File: src/rtl/vt52_pkg.sv
// Shared constants, state encoding and coordinate helpers for the VT52 character writer.
// The optional erase commands (ESC J / ESC K) are compiled in with VT52_ERASE_EN.
package vt52_pkg;

  localparam int unsigned COLS   = 80;
  localparam int unsigned ROWS   = 24;
  localparam int unsigned ADDR_W = 11;
  localparam int unsigned X_W    = 7;
  localparam int unsigned Y_W    = 5;

  localparam logic [7:0] CH_ESC   = 8'h1B;
  localparam logic [7:0] CH_CR    = 8'h0D;
  localparam logic [7:0] CH_LF    = 8'h0A;
  localparam logic [7:0] CH_BS    = 8'h08;
  localparam logic [7:0] CH_TAB   = 8'h09;
  localparam logic [7:0] CH_SPACE = 8'h20;

  localparam logic [ADDR_W-1:0] LAST_CELL = ADDR_W'(COLS * ROWS - 1);

  typedef enum logic [2:0] {
    NORMAL,
    ESC,
    ESC_Y_ROW,
    ESC_Y_COL,
    ERASE
  } state_t;

  // Row-major cell address; y*80 expressed as shifts so no multiplier is built.
  function automatic logic [ADDR_W-1:0] cell_addr(input logic [X_W-1:0] x,
                                                  input logic [Y_W-1:0] y);
    return (ADDR_W'(y) << 6) + (ADDR_W'(y) << 4) + ADDR_W'(x);
  endfunction

  // Direct-cursor-address coordinate: byte minus 32, floored at 0 and capped at lim.
  function automatic logic [7:0] coord_clamp(input logic [7:0] b, input logic [7:0] lim);
    logic [7:0] off;
    off = b - 8'h20;
    if (b < 8'h20) return 8'd0;
    if (off > lim) return lim;
    return off;
  endfunction

endpackage

File: src/rtl/vt52_char_writer_if.sv
// Byte-stream input handshake plus character-buffer write port of the VT52 writer.
interface vt52_char_writer_if;
  import vt52_pkg::*;

  logic [7:0]        in_data;
  logic              in_valid;
  logic              in_ready;
  logic [ADDR_W-1:0] buf_addr;
  logic [7:0]        buf_din;
  logic              buf_wen;

  // master: byte source and buffer observer; slave: the character writer
  modport master (
    output in_data, in_valid,
    input  in_ready, buf_addr, buf_din, buf_wen
  );

  modport slave (
    input  in_data, in_valid,
    output in_ready, buf_addr, buf_din, buf_wen
  );

endinterface

File: src/rtl/vt52_erase_seq.sv
// Address sequencer for erase runs: steps one address per cycle from start to end.
// The first address is written by the caller; this block supplies each following one.
module vt52_erase_seq
  import vt52_pkg::*;
(
  input  logic              pclk,
  input  logic              clr,
  input  logic              start,
  input  logic [ADDR_W-1:0] start_addr,
  input  logic [ADDR_W-1:0] end_addr,
  output logic [ADDR_W-1:0] wr_addr_c,
  output logic              wr_en_c,
  output logic              done_c
);

  logic              active;
  logic [ADDR_W-1:0] addr;
  logic [ADDR_W-1:0] end_q;

  // addr tracks the address currently presented on the buffer port
  always_ff @(posedge pclk or negedge clr) begin
    if (!clr) begin
      active <= 1'b0;
      addr   <= '0;
      end_q  <= '0;
    end else if (start) begin
      active <= 1'b1;
      addr   <= start_addr;
      end_q  <= end_addr;
    end else if (active) begin
      if (addr == end_q) begin
        active <= 1'b0;
      end else begin
        addr <= addr + ADDR_W'(1);
      end
    end
  end

  assign wr_addr_c = addr + ADDR_W'(1);
  assign wr_en_c   = active && (addr != end_q);
  assign done_c    = active && (addr == end_q);

endmodule

File: src/rtl/vt52_char_writer.sv
// VT52 byte-stream decoder driving single-byte character-buffer writes and the cursor.
// Define VT52_ERASE_EN to add ESC J / ESC K erase support and the busy indication.
module vt52_char_writer
  import vt52_pkg::*;
(
  input  logic               pclk,
  input  logic               clr,
  vt52_char_writer_if.slave  bus,
  output logic [X_W-1:0]     cursor_x,
  output logic [Y_W-1:0]     cursor_y,
  output logic               busy
);

  state_t            state, state_n;
  logic [X_W-1:0]    x_n;
  logic [Y_W-1:0]    y_n;
  logic              wen_n;
  logic [ADDR_W-1:0] addr_n;
  logic [7:0]        din_n;
  logic [7:0]        d;
  logic              accept_c;
  logic [ADDR_W-1:0] cur_addr_c;
  logic [7:0]        tab_c;
  logic [X_W-1:0]    x_inc_c, x_dec_c;
  logic [Y_W-1:0]    y_inc_c, y_dec_c;

`ifdef VT52_ERASE_EN
  logic              erase_start;
  logic [ADDR_W-1:0] erase_end;
  logic [ADDR_W-1:0] seq_addr_c;
  logic              seq_wen_c;
  logic              seq_done_c;

  vt52_erase_seq u_erase_seq (
    .pclk       (pclk),
    .clr        (clr),
    .start      (erase_start),
    .start_addr (cur_addr_c),
    .end_addr   (erase_end),
    .wr_addr_c  (seq_addr_c),
    .wr_en_c    (seq_wen_c),
    .done_c     (seq_done_c)
  );

  assign bus.in_ready = (state != ERASE);
`else
  assign bus.in_ready = 1'b1;
`endif

  assign d          = bus.in_data;
  assign accept_c   = bus.in_valid && bus.in_ready;
  assign cur_addr_c = cell_addr(cursor_x, cursor_y);

  // Saturating cursor moves; the screen neither wraps nor scrolls
  assign x_inc_c = (cursor_x == X_W'(COLS - 1)) ? cursor_x : cursor_x + X_W'(1);
  assign x_dec_c = (cursor_x == '0) ? cursor_x : cursor_x - X_W'(1);
  assign y_inc_c = (cursor_y == Y_W'(ROWS - 1)) ? cursor_y : cursor_y + Y_W'(1);
  assign y_dec_c = (cursor_y == '0) ? cursor_y : cursor_y - Y_W'(1);
  assign tab_c   = {1'b0, cursor_x | X_W'(7)} + 8'd1;

  always_ff @(posedge pclk or negedge clr) begin
    if (!clr) begin
      state        <= NORMAL;
      cursor_x     <= '0;
      cursor_y     <= '0;
      bus.buf_wen  <= 1'b0;
      bus.buf_addr <= '0;
      bus.buf_din  <= '0;
    end else begin
      state        <= state_n;
      cursor_x     <= x_n;
      cursor_y     <= y_n;
      bus.buf_wen  <= wen_n;
      bus.buf_addr <= addr_n;
      bus.buf_din  <= din_n;
    end
  end

`ifdef VT52_ERASE_EN
  always_ff @(posedge pclk or negedge clr) begin
    if (!clr) busy <= 1'b0;
    else      busy <= (state_n == ERASE);
  end
`else
  assign busy = 1'b0;
`endif

  always_comb begin
    state_n = state;
    x_n     = cursor_x;
    y_n     = cursor_y;
    wen_n   = 1'b0;
    addr_n  = bus.buf_addr;
    din_n   = bus.buf_din;
`ifdef VT52_ERASE_EN
    erase_start = 1'b0;
    erase_end   = cur_addr_c;
`endif

    case (state)
      NORMAL: begin
        if (accept_c) begin
          if (d >= 8'h20 && d <= 8'h7E) begin
            wen_n  = 1'b1;
            addr_n = cur_addr_c;
            din_n  = d;
            x_n    = x_inc_c;
          end else begin
            case (d)
              CH_CR:   x_n = '0;
              CH_LF:   y_n = y_inc_c;
              CH_BS:   x_n = x_dec_c;
              CH_TAB:  x_n = (tab_c > 8'(COLS - 1)) ? X_W'(COLS - 1) : tab_c[X_W-1:0];
              CH_ESC:  state_n = ESC;
              default: ;
            endcase
          end
        end
      end

      ESC: begin
        if (accept_c) begin
          state_n = NORMAL;
          case (d)
            8'h41: y_n = y_dec_c;
            8'h42: y_n = y_inc_c;
            8'h43: x_n = x_inc_c;
            8'h44: x_n = x_dec_c;
            8'h48: begin
              x_n = '0;
              y_n = '0;
            end
            8'h59: state_n = ESC_Y_ROW;
`ifdef VT52_ERASE_EN
            // First space goes out with the command; the sequencer supplies the rest
            8'h4A, 8'h4B: begin
              state_n     = ERASE;
              erase_start = 1'b1;
              erase_end   = (d == 8'h4A) ? LAST_CELL : cell_addr(X_W'(COLS - 1), cursor_y);
              wen_n       = 1'b1;
              addr_n      = cur_addr_c;
              din_n       = CH_SPACE;
            end
`endif
            default: ;
          endcase
        end
      end

      ESC_Y_ROW: begin
        if (accept_c) begin
          y_n     = Y_W'(coord_clamp(d, 8'(ROWS - 1)));
          state_n = ESC_Y_COL;
        end
      end

      ESC_Y_COL: begin
        if (accept_c) begin
          x_n     = X_W'(coord_clamp(d, 8'(COLS - 1)));
          state_n = NORMAL;
        end
      end

`ifdef VT52_ERASE_EN
      ERASE: begin
        if (seq_done_c) begin
          state_n = NORMAL;
        end else begin
          wen_n  = seq_wen_c;
          addr_n = seq_addr_c;
          din_n  = CH_SPACE;
        end
      end
`endif

      default: state_n = NORMAL;
    endcase
  end

endmodule
File: src/flat_wrapper.sv
// flat-port wrapper written by rule: the top's interface ports become plain ports
module vt52_char_writer_flat import vt52_pkg::*;
  (pclk, clr, cursor_x, cursor_y, busy, bus_in_data, bus_in_valid, bus_in_ready, bus_buf_addr, bus_buf_din, bus_buf_wen);
  vt52_char_writer_if bus_i ();
  input  logic pclk;
  input  logic clr;
  output logic [X_W-1:0] cursor_x;
  output logic [Y_W-1:0] cursor_y;
  output logic busy;
  input wire logic [$bits(bus_i.in_data)-1:0] bus_in_data;
  input wire logic [$bits(bus_i.in_valid)-1:0] bus_in_valid;
  output wire logic [$bits(bus_i.in_ready)-1:0] bus_in_ready;
  output wire logic [$bits(bus_i.buf_addr)-1:0] bus_buf_addr;
  output wire logic [$bits(bus_i.buf_din)-1:0] bus_buf_din;
  output wire logic [$bits(bus_i.buf_wen)-1:0] bus_buf_wen;
  assign bus_i.in_data = bus_in_data;
  assign bus_i.in_valid = bus_in_valid;
  assign bus_in_ready = bus_i.in_ready;
  assign bus_buf_addr = bus_i.buf_addr;
  assign bus_buf_din = bus_i.buf_din;
  assign bus_buf_wen = bus_i.buf_wen;
  vt52_char_writer u_core (.pclk(pclk), .clr(clr), .bus(bus_i), .cursor_x(cursor_x), .cursor_y(cursor_y), .busy(busy));
endmodule
File: config.mk
export PLATFORM = sky130hd
export DESIGN_NAME = vt52_char_writer_flat
export DESIGN_NICKNAME = d
export VERILOG_FILES = /design/src/rtl/vt52_pkg.sv /design/src/rtl/vt52_char_writer_if.sv /design/src/rtl/vt52_erase_seq.sv /design/src/rtl/vt52_char_writer.sv /design/src/flat_wrapper.sv
export SDC_FILE = /design/constraint.sdc
export NUM_CORES = 1
export LEC_CHECK = 0
export BUFFER_PORTS_ARGS = -buffer_cell sky130_fd_sc_hd__buf_4
export CAP_MARGIN = 20
export CORE_MARGIN = 3
export CORE_UTILIZATION = 59
export CTS_CLUSTER_DIAMETER = 150
export DETAILED_ROUTE_END_ITERATION = 10
export GPL_TIMING_DRIVEN = 0
export MAX_ROUTING_LAYER = met4
export PLACE_DENSITY = 0.82
export SLEW_MARGIN = 20
export SYNTH_ARGS = -nofsm -noshare
export SYNTH_HDL_FRONTEND = slang
export SYNTH_SLANG_ARGS = --single-unit
File: constraint.sdc
create_clock -name pclk -period 2.7 [get_ports pclk]
set_input_delay 0 -clock pclk [delete_from_list [all_inputs] [get_ports pclk]]
set_output_delay 0 -clock pclk [all_outputs]
set_load 0.01 [all_outputs]
==> impl_metrics.json <==
{
  "clockBufferDepth": 2,
  "period_needed_ps": 2490,
  "setup_viol": 0,
  "synth_area_um2": 3180,
  "drt_iter0_markers": 359,
  "clk-insertion-delay-late_ps": 300,
  "timing.fmax_mhz": 402,
  "slew-limit-headroom_pct": 42.8,
  "via_per_inst": 6.15,
  "preCtsSetupSlack_ps": -289,
  "p_leak_nw": 1.65,
  "clock_sinks": 34,
  "yosys.area.top_type": "dfrtp_1",
  "via_count": 3182,
  "netlist.area_leader.share_pct": 26.8,
  "numCtsBuffers": 5,
  "die_h_um": 79.4,
  "synth_cell_type_count": 71,
  "critical_path_class": "reg2reg",
  "synth_cells": 400,
  "required_ps": 2920,
  "synth_most_common_cell": "nand2_1",
  "powerDensity_nw_per_um2": 987,
  "grt_max_degree": 35,
  "synth_top_cells_by_count": "nand2_1 (56), dfrtp_1 (34), o21ai_0 (32)",
  "fin_skew_ps": 11.3,
  "synth_area_leaders": "dfrtp_1 (27%), ha_1 (9.1%), nand2_1 (6.6%)",
  "fin_ws_ps": 214,
  "drt_wl_total_um": 9070,
  "die_area_um2": 6300,
  "cp-start-kind": "flip-flop",
  "core_area_um2": 5170,
  "cts_tree": "done",
  "ant_nets": 0,
  "ys_warn_count": 0,
  "synth_edf_count": 0,
  "rsz0062_at_grt": "false",
  "min_period_over_period_pct": 92.1,
  "gp_routability_congestion": 0.992,
  "path_clk_slew_ps": 90,
  "crit_fanout": 10,
  "num_rows": 26,
  "grt_pass1_wl_um": 14700,
  "avgSynthCellArea_um2": 7.94,
  "htree_levels": 2,
  "antenna_found_initial": 0,
  "boundaryPins": 45,
  "vdd_ir_drop_max_v": 0.000472,
  "port_buffers": 39,
  "fin_nets": 482,
  "ys_seq_elements": 34,
  "status": "complete, no violations",
  "finalSetupTns_ps": 0,
  "die_width_um": 79.4,
  "hold_violations": 0,
  "holdWs_ps": 136,
  "syn_nets": 436,
  "cp.arrival_ps": 2710,
  "area_delta_synth_final_pct": 16.6,
  "grt_pass1_vias": 3001,
  "start_util_pct": 61.4,
  "drv_cap": 0,
  "tightest_slew_ps": 851,
  "maxSlewViolCount": 0,
  "hold_path_class": "in2reg",
  "synthFlopType": "dfrtp_1",
  "dp_hpwl_um": 6670,
  "async_flop_share_pct": 100,
  "drive_gt1_share_pct": 20.6,
  "nFillCells": 432,
  "worstSetupEndpointType": "flip-flop",
  "grt_overflow": 0,
  "grt_usage_pct": 30.7,
  "n_antenna_cell": 0,
  "ys_seq_area_share_pct": 26.8,
  "cts_root_buf": "clkbuf_8",
  "drt_first_pass_iters": 5,
  "routedWlPerCell_um": 17.5,
  "drcViolationCount": 0
}
[per-stage QoR]
| stage | utilization [%] | total power [mW] | cells | instance area [um^2] |
|---|---|---|---|---|
| 3_5_place_dp | 68.8 | 3.17 | 509 | 3560 |
| 3_3_place_gp | 68.8 | 3.12 | 509 | 3560 |
| 6_report | 71.6 | 3.66 | 517 | 3700 |
| 2_1_floorplan | - | 2.44 | 400 | 3180 |
| 4_1_cts | 71.1 | 3.61 | 518 | 3680 |
| 5_1_grt | 71.6 | 3.96 | 517 | 3700 |
[critical path, cell delays in order, from the launching register on]
cell and delay [ps]:
dfrtp_1 400, inv_1 90, ha_1 190, buf_2 200, nor2_4 250, a21oi_1 200
a211oi_2 310, nand2_2 180, or4_1 500, nand4_1 90
[cell usage in the layout, fill, tap and decap left out, drive strengths merged, types with 5 or more instances in the layout]
master  synthesis  final
xor2            6      6
nor2           30     30
xnor2          11     11
nand2b          6      6
nand3          14     14
inv            15     15
a21oi          12     12
a211oi          7      7
buf            19     58
nand4           7      7
clkbuf         14     18
dfrtp          34     34
nor3           10     10
ha             23     23
nand2          57     57
nor4            6      6
o22ai           6      6
nor2b           5      5
o21ai          33     33
[power by group]
part,leakage [nW],switching (mW),internal (mW)
clock,0.0472,0.212,0.205
sequential,0.431,0.231,0.717
combinational,1.17,1.27,1.02
total,1.65,1.72,1.94
[path summary, 6_finish.rpt]
path / startpoint / cells after the start / slack, ps / end
setup / recovery: u_core.state[1] / 9 / 210 / u_core.cursor_y[0]
hold / removal: bus_in_data[6] / 3 / 140 / u_core.bus.buf_din[6]
setup reg to reg: u_core.state[1] / 9 / 210 / u_core.cursor_y[0]
hold reg to reg: u_core.bus.buf_addr[1] / 2 / 480 / u_core.bus.buf_addr[1]
max in group asynchronous: clr / 2 / 2160 / u_core.cursor_y[0]
min in group asynchronous: clr / 2 / 180 / u_core.cursor_x[0]
[state kept, by name, summed over array words and instances (netlist names)]
signal and cells:
u_core.cursor_x 7, u_core.bus.buf_addr 11, u_core.cursor_y 5, u_core.bus.buf_wen 1, u_core.state 2, u_core.bus.buf_din 8
[cell families (layout without fill, tap and decap cells)]
kind of cell | Yosys count | in the layout | share of synthesized area, %
and+or+nand+nor | 165 | 165 | 26.6
AOI/OAI and AO/OA | 104 | 104 | 22.3
buffers and inverters | 49 | 96 | 7.72
DFF | 34 | 34 | 26.8
adders and majority gates | 25 | 25 | 10.3
xor gates and xnor gates | 17 | 17 | 4.69
muxes | 4 | 4 | 1.34
other | 2 | 2 | 0.236
[cell type report]
type | count | area (um^2) | share of cell area (%)
Multi-Input combinational cell | 317 | 2120 | 57.1
Sequential cell | 34 | 855 | 23.1
Timing Repair Buffer | 41 | 313 | 8.44
Buffer | 31 | 178 | 4.80
Tap cell | 70 | 87.6 | 2.36
Clock buffer | 6 | 82.6 | 2.23
Inverter | 16 | 60.1 | 1.62
Clock inverter | 2 | 12.5 | 0.338
[layer usage]
layer / wire (um) / global-route usage [%] / vias to the layer above
li1: - / - / 1523
met1: 3860 / 39.6 / 1487
met2: 4340 / 49.5 / 142
met3: 677 / 4.18 / 30
met4: 192 / 11.2 / 0
met5: 0 / - / -
[timing repair]
action / 4_1_cts / 5_1_grt
resized for setup: 5 / 9
setup buffers: 0 / 0
pin swaps: 0 / 3
hold buffers: 2 / 0
setup endpoints to repair: 11 / 19
hold endpoints to repair: 35 / 0
(Power assumes the default switching activity.)
